`config.mk`:
```
export PLATFORM = sky130hd
export DESIGN_NAME = bm_arbiter
export DESIGN_NICKNAME = d
export VERILOG_FILES = /design/src/rtl/bm_arbiter_pkg.sv /design/src/rtl/bm_arbiter_rr.sv /design/src/rtl/bm_arbiter.sv
export SDC_FILE = /design/constraint.sdc
export NUM_CORES = 1
export LEC_CHECK = 0
export ABC_AREA = 1
export BUFFER_PORTS_ARGS = -buffer_cell sky130_fd_sc_hd__buf_2
export CORE_MARGIN = 2
export CORE_UTILIZATION = 35
export DETAILED_ROUTE_END_ITERATION = 8
export HOLD_SLACK_MARGIN = 0.06
export PLACE_DENSITY = 0.59
export SLEW_MARGIN = 20
export SYNTH_ARGS = -nofsm -noshare
export SYNTH_HDL_FRONTEND = slang
export SYNTH_SLANG_ARGS = --single-unit
```
`constraint.sdc`:
```
create_clock -name BMA_clk -period 4.6 [get_ports BMA_clk]
set_clock_uncertainty 0.2 [all_clocks]
set_input_delay 0 -clock BMA_clk [delete_from_list [all_inputs] [get_ports BMA_clk]]
set_output_delay 0 -clock BMA_clk [all_outputs]
set_load 0.05 [all_outputs]
```
`src/rtl/bm_arbiter_pkg.sv`:
```
// Shared definitions for the branch-metric arbiter: default widths, frame length
// and FSM state encoding.
package bm_arbiter_pkg;

  localparam int BM_W_DEF      = 7;
  localparam int ID_W_DEF      = 4;
  localparam int FRAME_LEN_DEF = 16;

  typedef enum logic [1:0] {
    IDLE  = 2'd0,
    RUN   = 2'd1,
    DRAIN = 2'd2
  } bm_state_t;

endpackage

```
`src/rtl/bm_arbiter_rr.sv`:
```
// Two-input round-robin arbiter; rr selects the winner only when both request,
// and flips only after such a contested grant.
module bm_rr_arb (
  input  logic en,
  input  logic req0,
  input  logic req1,
  input  logic rr,
  output logic gnt0,
  output logic gnt1,
  output logic rr_next
);

  logic contested;

  always_comb begin
    contested = req0 && req1;
    gnt0      = en && req0 && (!req1 || !rr);
    gnt1      = en && req1 && (!req0 || rr);
    rr_next   = (en && contested) ? ~rr : rr;
  end

endmodule

```
`src/rtl/bm_arbiter.sv`:
```
// Sequencer in front of the BM register stage: arbitrates two BMUs, stamps a
// wrapping data_id and holds the pair until the ACS stage accepts it.
module bm_arbiter
  import bm_arbiter_pkg::*;
#(
  parameter int BM_W      = BM_W_DEF,
  parameter int ID_W      = ID_W_DEF,
  parameter int FRAME_LEN = FRAME_LEN_DEF
) (
  input  logic            BMA_clk,
  input  logic            BMA_rst,
  input  logic            req0,
  input  logic [BM_W-1:0] bm0,
  output logic            gnt0,
  input  logic            req1,
  input  logic [BM_W-1:0] bm1,
  output logic            gnt1,
  input  logic            acs_ready,
  input  logic            flush,
  output logic            BM_valid,
  output logic [BM_W-1:0] BM_out,
  output logic [ID_W-1:0] data_id_out,
  output logic            frame_done,
  output logic            busy
);

  localparam logic [ID_W-1:0] LAST_ID = ID_W'(FRAME_LEN - 1);

  bm_state_t       state;
  logic [ID_W-1:0] id_cnt;
  logic            rr;
  logic            rr_next;
  logic            can_load;
  logic            load;
  logic            pop;

  always_comb begin
    can_load = (state != DRAIN) && !flush && (!BM_valid || acs_ready) && !BMA_rst;
    pop      = BM_valid && acs_ready;
    load     = gnt0 || gnt1;
    busy     = (state == RUN) || (state == DRAIN);
  end

  bm_rr_arb u_rr_arb (
    .en      (can_load),
    .req0    (req0),
    .req1    (req1),
    .rr      (rr),
    .gnt0    (gnt0),
    .gnt1    (gnt1),
    .rr_next (rr_next)
  );

  // Output register, id counter and FSM; a load in the same cycle as a pop
  // simply overwrites the register, so BM_valid stays high.
  always_ff @(posedge BMA_clk) begin
    if (BMA_rst) begin
      state       <= IDLE;
      BM_valid    <= 1'b0;
      BM_out      <= '0;
      data_id_out <= '0;
      frame_done  <= 1'b0;
      id_cnt      <= '0;
      rr          <= 1'b0;
    end else begin
      frame_done <= 1'b0;
      if (load) begin
        BM_out      <= gnt0 ? bm0 : bm1;
        data_id_out <= id_cnt;
        BM_valid    <= 1'b1;
        frame_done  <= (id_cnt == LAST_ID);
        id_cnt      <= (id_cnt == LAST_ID) ? '0 : id_cnt + 1'b1;
        rr          <= rr_next;
      end else if (pop) begin
        BM_valid <= 1'b0;
      end

      case (state)
        IDLE: begin
          if (flush) begin
            id_cnt <= '0;
            rr     <= 1'b0;
          end else if (load) begin
            state <= RUN;
          end
        end
        RUN: begin
          if (flush)
            state <= DRAIN;
          else if (!load && (pop || !BM_valid))
            state <= IDLE;
        end
        DRAIN: begin
          // The pending metric is still delivered before realigning.
          if (!BM_valid || pop) begin
            id_cnt <= '0;
            rr     <= 1'b0;
            state  <= IDLE;
          end
        end
        default: state <= IDLE;
      endcase
    end
  end

endmodule

```
==> metrics.txt <==
outcome=finished clean; static leakage=0.6821 nW; IO Port Bufs=35; H-tree Lvls=1; slew margin rel.=75.48%; Clock Latency Late Sink=300 ps; Sink Count=20; GRT overflow=0; Fin. Hold Viols=0; Peak VDD IR=175.9 uV; RSZ-0062 raised after global routing=no; worst r2r src=state[0]$_SDFFE_PP0P_; area share of the leading cell type in the synthesized netlist=42.22%; initial core utilization=37.60%; sequential area share after synthesis=42.22%; DRT antenna net count=0; Synth async-reset ratio=0%; Clock Tree Root=clkbuf_4; Fin Setup TNS=0 ps; Cell Area, Placed=1130 um^2; CP required=4640 ps; Fmax achieved=0.3722 GHz; Max clock buf depth=2; clock slew at reported path FFs=100 ps; row count=18; GPL Wtd Cong=0.7904; Avg Cell Area, Syn=7.527 um^2; synthesized area=948.4 um^2; first-pass GRT wire length=3953 um; top-count cell post-synth=nand2_1; layout cells sized above 1=24.04%; #FFs+latches synth=20; synth cell count leaders=nand2_1 (26), dfxtp_1 (20), inv_1 (18); post-DR wirelength/cell=10.55 um; vias=990; crit share post-route=58.41%; Primary FF master, synth=dfxtp_1; die area=3142 um^2; Design Area, Final=1386 um^2; post-synthesis cell type count=21; Synth Warn #=0; number of buffers created by CTS=3; layout net count=208; Finished Layout Cells=213; Worst Reg-to-Reg Cells=10; CP Class=reg -> reg; CTS tree=built; Max-Cap Viols=0; Die Y=56.06 um; final wirelength=2248 um; Worst Setup SP=state[0]$_SDFFE_PP0P_; Filler Cell Count=246; Final Critical Period=2687 ps; Power Total=0.4272 mW; vias in the first global route=989; initial antenna violation count=0; Final setup viols=0; number of flops mapped to enable cells by yosys=0; IO Count=36; DRT Pass-1 Iters=4; top post-synthesis cells by area=dfxtp_1 (42%), nand2_1 (10%), inv_1 (7.1%), a21oi_1 (6.3%), o21ai_0 (6.3%); Mapped Nets=150; Pwr Density=308.2 nW/um^2; cell taking the most area after synthesis=dfxtp_1; Iter 0 DRT Violations=26; Placed Cells=187; hold depth=5; CP Launch Type=register; Post-CTS Setup Repair Bufs=0; worst-path maximum fanout=25; CP arrival=2730 ps; Die W=56.06 um; Via density=4.648; Max Transition Viols Final=0; CP endpoint kind=register; core area=2522 um^2; Hold Path Class=in -> reg; Area Overhead vs Synth=46.17%; Worst Tran Pin Value=366.5 ps; largest net degree at the start of global routing=26; Final Util=54.96%; worst hold start=req0; # diodes=0; Total GRT Usage=15.53%; Post-Synthesis Cells=126; drt drc=0; DP HPWL=1555 um
==> logic make-up (layout without fill, tap and decap cells) <==
logic type      after synthesis  after routing  share of synthesized area (%)
mux                           1              1                          1.187
compound gates               36             36                          21.24
flops                        20             20                          42.22
buf+inv                      24             81                          11.21
fa+ha+maj                     4              4                          5.277
simple gates                 41             41                          18.87
==> sequential cells by signal (all words and copies together) (netlist names) <==
signal	cells
frame_done	1
BM_valid	1
id_cnt	4
state	2
rr	1
BM_out	7
data_id_out	4
==> power by group <==
| group | total, mW | switching, mW | internal [mW] |
|---|---|---|---|
| Combinational | 0.135 | 0.0853 | 0.0493 |
| Clock | 0.101 | 0.0526 | 0.0482 |
| Sequential | 0.192 | 0.00636 | 0.185 |
| Total | 0.427 | 0.144 | 0.283 |
==> cell usage in the layout (no fill, tap or decap) <==
cell	instances
mux2_2	1
nand3_1	4
nand2_1	26
nor3_1	1
o21bai_1	1
nand3_2	1
a31oi_1	7
ha_1	4
nand2_2	1
inv_1	18
o21ai_0	12
a211oi_1	4
buf_2	35
clkbuf_8	1
clkbuf_4	3
a21oi_1	12
clkinv_1	2
dfxtp_1	20
dlygate4sd3_1	22
nand3b_2	1
nor2_2	1
nor2_1	6
==> metrics by stage <==
stage | setup slack, ps | hold slack (ps)
3_5_place_dp | 2308 | 29.88
4_1_cts | 1925 | 65.16
6_report | 1913 | 71.41
2_1_floorplan | 2477 | -130.9
5_1_grt | 1666 | 127.4
3_3_place_gp | 2436 | 32.93
==> path summary, 6_finish.rpt <==
kind,end,slack (ps)
setup / recovery,BM_out[6]$_SDFFE_PP0N_,1910
setup reg to reg,BM_out[6]$_SDFFE_PP0N_,1910
hold / removal,BM_valid$_SDFFE_PP0P_,70
hold reg to reg,state[0]$_SDFFE_PP0P_,300
==> metal layers <==
layer  vias up  track usage, %  share of wire (%)
met5         -               0                  0
met4         0           4.762               0.53
met3         2           2.791                5.6
met2        33           28.24                 50
met1       423           18.30                 44
li1        532               -                  -
==> final cells by class <==
| cell class | instances | area [um^2] | share of cell area, % |
|---|---|---|---|
| inverters | 20 | 75.07 | 5.415 |
| multi-input cells | 82 | 441.7 | 31.86 |
| well taps | 30 | 37.54 | 2.708 |
| clock buffers | 4 | 36.28 | 2.617 |
| repair buffers | 57 | 395.4 | 28.52 |
| flip-flops and latches | 20 | 400.4 | 28.88 |
==> critical path: stages, from the launching register on <==
cell and delay [ps]:
dfxtp_1 370, inv_1 70, ha_1 220, nor2_1 100, nand2_1 70, nor2_2 140, nand3_2 230, nand2_2 370
o21ai_0 130, a31oi_1 160, dlygate4sd3_1 570
==> timing repair <==
item | in CTS | in global routing
endpoints found under the setup margin | 0 | 0
hold endpoints to repair | 19 | 0
hold buffers | 22 | 0
resized for setup | 0 | 0
(Power assumes the default switching activity.)
